$ cat src/rtl/prefix_adder_seq_pkg.sv
// Shared definitions for the multi-word prefix-adder sequencer: state encoding and index sizing.
package prefix_adder_seq_pkg;

    localparam logic [1:0] S_IDLE = 2'd0;
    localparam logic [1:0] S_RUN  = 2'd1;
    localparam logic [1:0] S_DONE = 2'd2;

    typedef enum logic [1:0] {
        IDLE = S_IDLE,
        RUN  = S_RUN,
        DONE = S_DONE
    } state_t;

    // Word index width: clog2(words), never narrower than one bit.
    function automatic int idx_width(input int words);
        return (words <= 2) ? 1 : $clog2(words);
    endfunction

endpackage

$ cat src/rtl/prefix_adder_sequencer_if.sv
// Operand/result handshake bundle between producer, sequencer and consumer.
interface prefix_adder_sequencer_if #(
    parameter int WIDTH = 8,
    parameter int WORDS = 4
);
    localparam int N = WIDTH * WORDS;

    logic         in_valid;
    logic         in_ready;
    logic         carry_in;
    logic [N-1:0] a;
    logic [N-1:0] b;
    logic         out_valid;
    logic         out_ready;
    logic [N-1:0] sum;
    logic         carry_out;
    logic         busy;

    modport master (
        output in_valid, carry_in, a, b, out_ready,
        input  in_ready, out_valid, sum, carry_out, busy
    );

    modport slave (
        input  in_valid, carry_in, a, b, out_ready,
        output in_ready, out_valid, sum, carry_out, busy
    );

endinterface

$ cat src/rtl/prefix_adder.sv
// Kogge-Stone parallel-prefix adder of WIDTH = 2**LEVELS bits with carry in/out.
// Purely combinational; no handshake.
module prefix_adder #(
    parameter int LEVELS = 3,
    parameter int WIDTH  = 2 ** LEVELS
) (
    input  logic [WIDTH-1:0] i_a,
    input  logic [WIDTH-1:0] i_b,
    input  logic             i_cin,
    output logic [WIDTH-1:0] o_z,
    output logic             o_cout
);

    logic [WIDTH-1:0] w_g [0:LEVELS];
    logic [WIDTH-1:0] w_p [0:LEVELS];
    logic [WIDTH:0]   w_c;

    // Each level doubles the span; low bits below the span keep their previous group terms.
    always_comb begin
        w_g[0] = i_a & i_b;
        w_p[0] = i_a ^ i_b;
        for (int l = 0; l < LEVELS; l++) begin
            w_g[l+1] = w_g[l] | (w_p[l] & (w_g[l] << (1 << l)));
            w_p[l+1] = w_p[l] & ((w_p[l] << (1 << l)) | ~({WIDTH{1'b1}} << (1 << l)));
        end
        w_c = {w_g[LEVELS] | (w_p[LEVELS] & {WIDTH{i_cin}}), i_cin};
    end

    assign o_z    = w_p[0] ^ w_c[WIDTH-1:0];
    assign o_cout = w_c[WIDTH];

endmodule

$ cat src/rtl/prefix_adder_sequencer.sv
// Adds two WORDS*WIDTH operands one word per cycle through one shared prefix_adder; result valid WORDS cycles after accept.
// in_ready only in IDLE; result held in DONE until out_ready.
module prefix_adder_sequencer
    import prefix_adder_seq_pkg::*;
#(
    parameter int LEVELS = 3,
    parameter int WIDTH  = 2 ** LEVELS,
    parameter int WORDS  = 4
) (
    input  logic                    clk,
    input  logic                    reset,
    prefix_adder_sequencer_if.slave bus
);

    localparam int N  = WORDS * WIDTH;
    localparam int IW = idx_width(WORDS);

    state_t          r_state;
    state_t          w_state_nxt;
    logic [N-1:0]    r_a;
    logic [N-1:0]    r_b;
    logic [N-1:0]    r_sum;
    logic            r_carry;
    logic [IW-1:0]   r_idx;
    logic [WIDTH-1:0] w_z;
    logic            w_cout;
    logic [N+WIDTH-1:0] w_sum_cat;
    logic            w_in_ready;
    logic            w_out_valid;
    logic            w_busy;

    prefix_adder #(
        .LEVELS (LEVELS),
        .WIDTH  (WIDTH)
    ) u_adder (
        .i_a    (r_a[WIDTH-1:0]),
        .i_b    (r_b[WIDTH-1:0]),
        .i_cin  (r_carry),
        .o_z    (w_z),
        .o_cout (w_cout)
    );

    // New word enters at the top so word 0 lands at the bottom after WORDS shifts.
    assign w_sum_cat = {w_z, r_sum};

    always_ff @(posedge clk) begin
        if (reset) begin
            r_state <= IDLE;
        end else begin
            r_state <= w_state_nxt;
        end
    end

    always_comb begin
        w_state_nxt = r_state;
        w_in_ready  = 1'b0;
        w_out_valid = 1'b0;
        w_busy      = 1'b0;
        case (r_state)
            IDLE: begin
                w_in_ready = 1'b1;
                if (bus.in_valid) begin
                    w_state_nxt = RUN;
                end
            end
            RUN: begin
                w_busy = 1'b1;
                if (r_idx == IW'(WORDS - 1)) begin
                    w_state_nxt = DONE;
                end
            end
            DONE: begin
                w_busy      = 1'b1;
                w_out_valid = 1'b1;
                if (bus.out_ready) begin
                    w_state_nxt = IDLE;
                end
            end
            default: begin
                w_state_nxt = IDLE;
            end
        endcase
    end

    always_ff @(posedge clk) begin
        if (reset) begin
            r_a     <= '0;
            r_b     <= '0;
            r_sum   <= '0;
            r_carry <= 1'b0;
            r_idx   <= '0;
        end else begin
            case (r_state)
                IDLE: begin
                    if (bus.in_valid) begin
                        r_a     <= bus.a;
                        r_b     <= bus.b;
                        r_carry <= bus.carry_in;
                        r_sum   <= '0;
                        r_idx   <= '0;
                    end
                end
                RUN: begin
                    r_sum   <= w_sum_cat[N+WIDTH-1:WIDTH];
                    r_carry <= w_cout;
                    r_a     <= r_a >> WIDTH;
                    r_b     <= r_b >> WIDTH;
                    r_idx   <= r_idx + 1'b1;
                end
                default: begin
                end
            endcase
        end
    end

    assign bus.in_ready  = w_in_ready;
    assign bus.out_valid = w_out_valid;
    assign bus.busy      = w_busy;
    assign bus.sum       = r_sum;
    assign bus.carry_out = r_carry;

endmodule

$ cat src/flat_wrapper.sv
// flat-port wrapper written by rule: the top's interface ports become plain ports
module prefix_adder_sequencer_flat import prefix_adder_seq_pkg::*;
#(
    parameter int LEVELS = 3,
    parameter int WIDTH  = 2 ** LEVELS,
    parameter int WORDS  = 4
)
  (clk, reset, bus_in_valid, bus_carry_in, bus_a, bus_b, bus_out_ready, bus_in_ready, bus_out_valid, bus_sum, bus_carry_out, bus_busy);
  prefix_adder_sequencer_if #(.WIDTH(WIDTH), .WORDS(WORDS)) bus_i ();
  input  logic clk;
  input  logic reset;
  input wire logic [$bits(bus_i.in_valid)-1:0] bus_in_valid;
  input wire logic [$bits(bus_i.carry_in)-1:0] bus_carry_in;
  input wire logic [$bits(bus_i.a)-1:0] bus_a;
  input wire logic [$bits(bus_i.b)-1:0] bus_b;
  input wire logic [$bits(bus_i.out_ready)-1:0] bus_out_ready;
  output wire logic [$bits(bus_i.in_ready)-1:0] bus_in_ready;
  output wire logic [$bits(bus_i.out_valid)-1:0] bus_out_valid;
  output wire logic [$bits(bus_i.sum)-1:0] bus_sum;
  output wire logic [$bits(bus_i.carry_out)-1:0] bus_carry_out;
  output wire logic [$bits(bus_i.busy)-1:0] bus_busy;
  assign bus_i.in_valid = bus_in_valid;
  assign bus_i.carry_in = bus_carry_in;
  assign bus_i.a = bus_a;
  assign bus_i.b = bus_b;
  assign bus_i.out_ready = bus_out_ready;
  assign bus_in_ready = bus_i.in_ready;
  assign bus_out_valid = bus_i.out_valid;
  assign bus_sum = bus_i.sum;
  assign bus_carry_out = bus_i.carry_out;
  assign bus_busy = bus_i.busy;
  prefix_adder_sequencer #(.LEVELS(LEVELS), .WIDTH(WIDTH), .WORDS(WORDS)) u_core (.clk(clk), .reset(reset), .bus(bus_i));
endmodule
$ cat config.mk
export PLATFORM = sky130hd
export DESIGN_NAME = prefix_adder_sequencer_flat
export DESIGN_NICKNAME = d
export VERILOG_FILES = /design/src/rtl/prefix_adder_seq_pkg.sv /design/src/rtl/prefix_adder_sequencer_if.sv /design/src/rtl/prefix_adder.sv /design/src/rtl/prefix_adder_sequencer.sv /design/src/flat_wrapper.sv
export SDC_FILE = /design/constraint.sdc
export NUM_CORES = 1
export LEC_CHECK = 0
export ABC_AREA = 1
export BUFFER_PORTS_ARGS = -buffer_cell sky130_fd_sc_hd__buf_2
export CORE_ASPECT_RATIO = 1.4
export CORE_UTILIZATION = 45
export DETAILED_ROUTE_END_ITERATION = 10
export GPL_TIMING_DRIVEN = 0
export PLACE_DENSITY = 0.74
export REMOVE_ABC_BUFFERS = 1
export SETUP_SLACK_MARGIN = 0.4
export SYNTH_ARGS = -nofsm -noshare
export SYNTH_HDL_FRONTEND = slang
export SYNTH_SLANG_ARGS = --single-unit
$ cat constraint.sdc
create_clock -name clk -period 2 [get_ports clk]
set_input_delay 0.2 -clock clk [delete_from_list [all_inputs] [get_ports clk]]
set_output_delay 0.2 -clock clk [all_outputs]
set_load 0.02 [all_outputs]
# After elaboration in Yosys (flattened, before gate mapping)
# Cells that the tools add are included.
[word_totals] regBits=101 in_bits=69 output_inout_bits=36
[classes] add_sub_neg=1 eq_ne=6 muxes=17 bitwise=14 n_reduce_logical=5
[ops] cell="case mux 32 bit (2 select lines)" count=3
[ops] cell="two-way mux 32 bit" count=3
[ops] cell="AND 8 bit" count=8
[ops] cell="bitwise OR 8 bit" count=4
[ops] cell="XOR 8 bit" count=2
[ops] cell="two-way mux 2 bit" count=4
[ops] cell="case mux 2 bit (3 select lines)" count=1
[ops] cell="== test 2 bit, second input constant" count=2
[ops] cell="two-way mux 1 bit" count=4
[ops] cell="!= test 2 bit, second input constant" count=2
[ops] cell="case mux 2 bit (2 select lines)" count=1
[ops] cell="AND reduction 3 bit" count=1
[ops] cell="adder 2 x 1 -> 2 bit, second input constant" count=1
[ops] cell="== test 2 x 1 -> 1 bit, second input constant" count=1
[ops] cell="logical NOT 2 bit" count=1
[ops] cell="!= test 2 x 1 -> 1 bit, second input constant" count=1
[ops] cell="case mux 1 bit (2 select lines)" count=1
[ops] cell="AND reduction 2 bit" count=1
[ops] cell="nonzero test 2 bit" count=1
[ops] cell="OR reduction 2 bit" count=1

# Depth between registers and ports, before layout
[logic_depth] depth_word=10 depth_mapped=11 mapped_depth_nobuf=10

# By module
# A second synthesis with hierarchy kept.
[unflattened] cells_unflattened=765 hier_area_um2=4878.4
[by_module_without_submodules] mod="prefix_adder_sequencer" n_inst=1 cells_per_inst=682 area_per_inst_um2=4436.8 seq_area_each_um2=2021.9
[by_module_without_submodules] mod="prefix_adder" n_inst=1 cells_per_inst=83 area_per_inst_um2=441.7 seq_area_each_um2=0.0

# Least setup slack after synthesis
# OpenSTA, ideal clock, no wires.
[synth_timing] path_kind="reg-to-reg" startpoint="register u_core.r_state[0]" endpoint="register u_core.r_a[25]" arrival_ns=1.576 t_required_ns=1.865 setup_slack_ns=0.289 stages_incl_launch_ff=12 period_less_slack_ns=1.711 path_cell_list="dfxtp_1 > inv_1 > ha_1 > inv_2 > nor2_4 > nor2_8 > nor2_8 > inv_4 > buf_6 > buf_4 > nor2_1 > nor3_1"
[synth_between] elab_chain_len=3 word_cells_on_any_way=6
[synth_lines] item="start, declared" line="prefix_adder_sequencer.sv:18" source="state_t r_state;"
[synth_lines] item="start signal, assigned" line="prefix_adder_sequencer.sv:50" source="r_state <= w_state_nxt;"
[synth_lines] item="== test 2 x 1 -> 1 bit or logical NOT 2 bit (tied branches)" line="prefix_adder_sequencer.sv:93" source="case (r_state)"
[synth_lines] item="nonzero test 2 bit (no source line) or != test 2 bit (tied branches)"
[synth_lines] item="AND reduction 2 bit (no source line)"
[synth_lines] item="end signal, assigned" line="prefix_adder_sequencer.sv:96" source="r_a <= bus.a;"
[synth_lines] item="end signal, assigned" line="prefix_adder_sequencer.sv:106" source="r_a <= r_a >> WIDTH;"
[synth_lines] item="end, declared" line="prefix_adder_sequencer.sv:20" source="logic [N-1:0] r_a;"
# Several ways; a longest one is shown, not always the timed one.
# A chain may end at the register's enable or synchronous reset.

# Final worst setup path
[layout_timing] startpoint="register u_core.r_state[1]" endpoint="register u_core.r_carry (netlist: u_core.bus.carry_out)"
[layout_between] elab_chain_len=3 word_cells_on_any_way=6
[layout_lines] item="== test 2 x 1 -> 1 bit or logical NOT 2 bit (tied branches)" line="prefix_adder_sequencer.sv:93"
[layout_lines] item="nonzero test 2 bit (no source line) or != test 2 bit (tied branches)"
[layout_lines] item="AND reduction 2 bit (no source line)"
[layout_lines] item="end signal, assigned" line="prefix_adder_sequencer.sv:98" source="r_carry <= bus.carry_in;"
[layout_lines] item="end signal, assigned" line="prefix_adder_sequencer.sv:105" source="r_carry <= w_cout;"
[layout_lines] item="end, declared" line="prefix_adder_sequencer.sv:23" source="logic r_carry;"
# Several ways; a longest one is shown, not always the timed one.

==> results by group <==
Run status
  • Status: complete, no violations

STA
  • Max Freq: about 630 MHz
  • Least-Margin Pin Slew: 0.5127 ns
  • Setup_tns: 0 ns
  • RSZ-0062 raised after global routing: true
  • Slew Limit Fails: 0
  • Setup violators final: 0
  • Hold Fails Final Rpt: 0
  • Tcrit/Tclk final: 0.7897
  • Rel. slew slack: 0.6582
  • Final Skew: 0.006247 ns
  • Final critical-path required period: 1.579 ns
  • Final WS setup: 0.4207 ns

Final layout
  • FILL cells: 848
  • Share of layout cells above drive strength 1: 0.2940
  • Area delta synth->final: 32.91%
  • N_diodes: 0
  • Nets: 782

Global route
  • First-pass GRT wire length: 18550 um
  • GRT overflow: 0
  • Initial antenna violation count: 0
  • Global-route usage over all layers: 0.2318
  • Vias in the first global route: 3972
  • Largest net degree at the start of global routing: 57

Place
  • GP Congestion: 0.8914
  • Pre-CTS setup slack: -1.696 ns
  • PortBufs: 104
  • Hpwl dp: 5955 um

CTS
  • Clock latency on the worst-skew pair: 0.34 ns
  • CTS tree: built
  • CTS H-tree depth: 3
  • Root Buffer: clkbuf_16
  • Longest Clk Path Bufs: 2
  • Sink Count: 101
  • TritonCTS Buffers: 9
  • Clk slew on worst S/H paths: 0.07 ns

Logic synthesis
  • Multiplexer area fraction after synthesis: 0
  • Post-synthesis compound-gate area fraction: 0.1779
  • Cell area after synthesis: between 4000 and 5000 um2
  • Syn Inst Count: 595
  • Main combinational cell family by area after synthesis: simple AND/OR/NAND/NOR gates
  • XOR/XNOR share of the synthesized area: 0.003985
  • Synth Register Bits: 101
  • Register area share after synthesis: 0.4600
  • Post-synth cell types: 28
  • Post-Syn Area per Cell: 7.387 um2
  • Synth Area in Simple Gates: 0.2491
  • Syn. warnings: 0
  • Synth Area in Adders: 0.04156

Floorplanning
  • Die Wd: 85.53 um
  • Chip height: 118.9 um
  • Ports: roughly 110
  • Row count: 42
  • Core region area: 9459 um2
  • Initial core utilization: 0.4647
  • Total die area: 10170 um2

Critical path
  • Setup crit end kind: flop
  • Critical Path Source Type: flop
  • Worst Path Arrival: 1.85 ns
  • Critical path required time: ~2.3 ns
  • CP max FO: 27
  • Critical path class: flop to flop
  • FF-to-FF path depth: 10

Flow run
  • MaxCap Viol Count: 0

Power and ir drop
  • Pleak: 2.550 nW
  • Pwr Density: ~1700 nW/um2
  • Worst VDD drop: 0.8196 mV

Route
  • Vias post-DR: 4310
  • WL/cell: about 14 um
  • Initial DRC count: 220
  • Drt drc: 0
  • Vias per cell: 5.295
  • Post-route ant nets: 0
  • Drt first pass iters: 7
  • Detailed Route WL: 11600 um

Worst hold path
  • Hold Path Class: input pin to flop
  • Hold depth: 3
-- worst paths after layout --
kind	start	to	slack, ns
worst min-delay path	bus_a[16]	u_core.r_a[16]$_SDFFE_PP0P_	0.11
worst max register to register	u_core.r_state[1]$_SDFFE_PP0P_	u_core.bus.carry_out$_SDFFE_PP0P_	0.42
worst max-delay path	u_core.r_state[1]$_SDFFE_PP0P_	u_core.bus.carry_out$_SDFFE_PP0P_	0.42
worst min register to register	u_core.bus.sum[7]$_SDFFE_PP0P_	u_core.bus.sum[7]$_SDFFE_PP0P_	0.46
-- metrics by stage --
stage,hold slack (ns),util,total power (W),cell area [um2],instances
2_1_floorplan,0.2691,-,0.005345,4205,555
3_3_place_gp,0.4445,0.5142,0.006081,4863,769
3_5_place_dp,0.4519,0.5144,0.006161,4866,769
4_1_cts,0.1113,0.5849,0.009024,5533,809
5_1_grt,0.1152,0.6176,0.01037,5842,814
6_report,0.1149,0.6176,0.009689,5842,814
-- cell families (layout without fill, tap and decap cells) --
kind of cell	after synthesis	in the layout
AND/OR/NAND/NOR	268	270
AO/OA/AOI/OAI	143	143
flip-flops	101	101
adder cells (fa/ha/maj)	14	14
XOR/XNOR	2	2
buffers and inverters	67	174
-- placed cells by master, fill, tap and decap left out, types with 15 or more instances in the layout --
cell type  synthesis  final
nand2_1          195    194
buf_2             11    103
dfxtp_1          101     93
a31oi_1           48     48
nor2_1            38     36
a21oi_1           40     35
o21ai_1            6     27
o21ai_2            0     21
inv_1             23     20
nor3_1            16     15
-- report_power, final --
part           switching [W]  total (W)  internal (W)
clock network       0.000747    0.00172      0.000975
logic                0.00289    0.00483       0.00194
registers           0.000458    0.00314       0.00268
total                0.00410    0.00969       0.00559
-- synthesized netlist by cell type --
| library cell | number | area share |
|---|---|---|
| nand2_1 | 195 | 0.17 |
| dfxtp_1 | 101 | 0.46 |
| a31oi_1 | 48 | 0.068 |
| o21ai_0 | 47 | 0.054 |
| a21oi_1 | 40 | 0.046 |
| nor2_1 | 38 | 0.032 |
| clkbuf_1 | 23 | 0.020 |
| inv_1 | 23 | 0.020 |
| nor3_1 | 16 | 0.018 |
| ha_1 | 13 | 0.037 |
| buf_2 | 11 | 0.013 |
| nand3_1 | 11 | 0.013 |
| o21ai_1 | 6 | 0.0068 |
| buf_4 | 3 | 0.0051 |
| buf_6 | 2 | 0.0051 |
| inv_2 | 2 | 0.0017 |
| inv_4 | 2 | 0.0028 |
| nand3b_1 | 2 | 0.0034 |
| nor2_8 | 2 | 0.0091 |
| xor2_1 | 2 | 0.0040 |
| a211oi_1 | 1 | 0.0017 |
| buf_1 | 1 | 0.00085 |
| fa_1 | 1 | 0.0046 |
| nand2_2 | 1 | 0.0014 |
| nand4_1 | 1 | 0.0014 |
| nor2_4 | 1 | 0.0026 |
| o221ai_1 | 1 | 0.0020 |
| or2_2 | 1 | 0.0014 |
-- repair_timing --
item | CTS | global route
pin swaps | 7 | 8
setup buffers | 15 | 4
cloned | 9 | 1
endpoints found under the setup margin | 101 | 96
resized for setup | 37 | 94
hold buffers | 0 | 0
-- cell type report --
type | count | area, um2 | area share
clock buffers | 11 | 232.7 | 0.03984
multi-input cells | 429 | 2331 | 0.3990
inverters | 27 | 142.6 | 0.02442
well taps | 110 | 137.6 | 0.02356
repair buffers | 125 | 818.3 | 0.1401
flip-flops and latches | 101 | 2034 | 0.3483
clock inverters | 5 | 60.06 | 0.01028
repair inverters | 6 | 85.08 | 0.01456
-- layer usage --
| metal | vias to the layer above | GRT usage | wire length [um] |
|---|---|---|---|
| li1 | 2193 | - | - |
| met2 | 130 | 0.4135 | 5857 |
| met4 | 0 | 0.1042 | 359 |
| met1 | 1965 | 0.2646 | 4776 |
| met3 | 22 | 0.04366 | 605 |
| met5 | - | 0 | 0 |
-- critical path: stages (launching register included) --
cell	delay (ns)
dfxtp_2	0.34
inv_4	0.07
ha_4	0.20
inv_16	0.09
nor2_8	0.18
nor2_8	0.06
buf_12	0.16
buf_12	0.13
nor2_1	0.09
nand2_1	0.07
a21oi_2	0.11
-- sequential cells by signal, summed over array words and instances (netlist names) --
signal and cells:
u_core.r_state 2, u_core.bus.carry_out 1, u_core.r_a 32, u_core.r_idx 2, u_core.r_b 32, u_core.bus.sum 32
No activity file was read; power rests on OpenSTA's default activity.
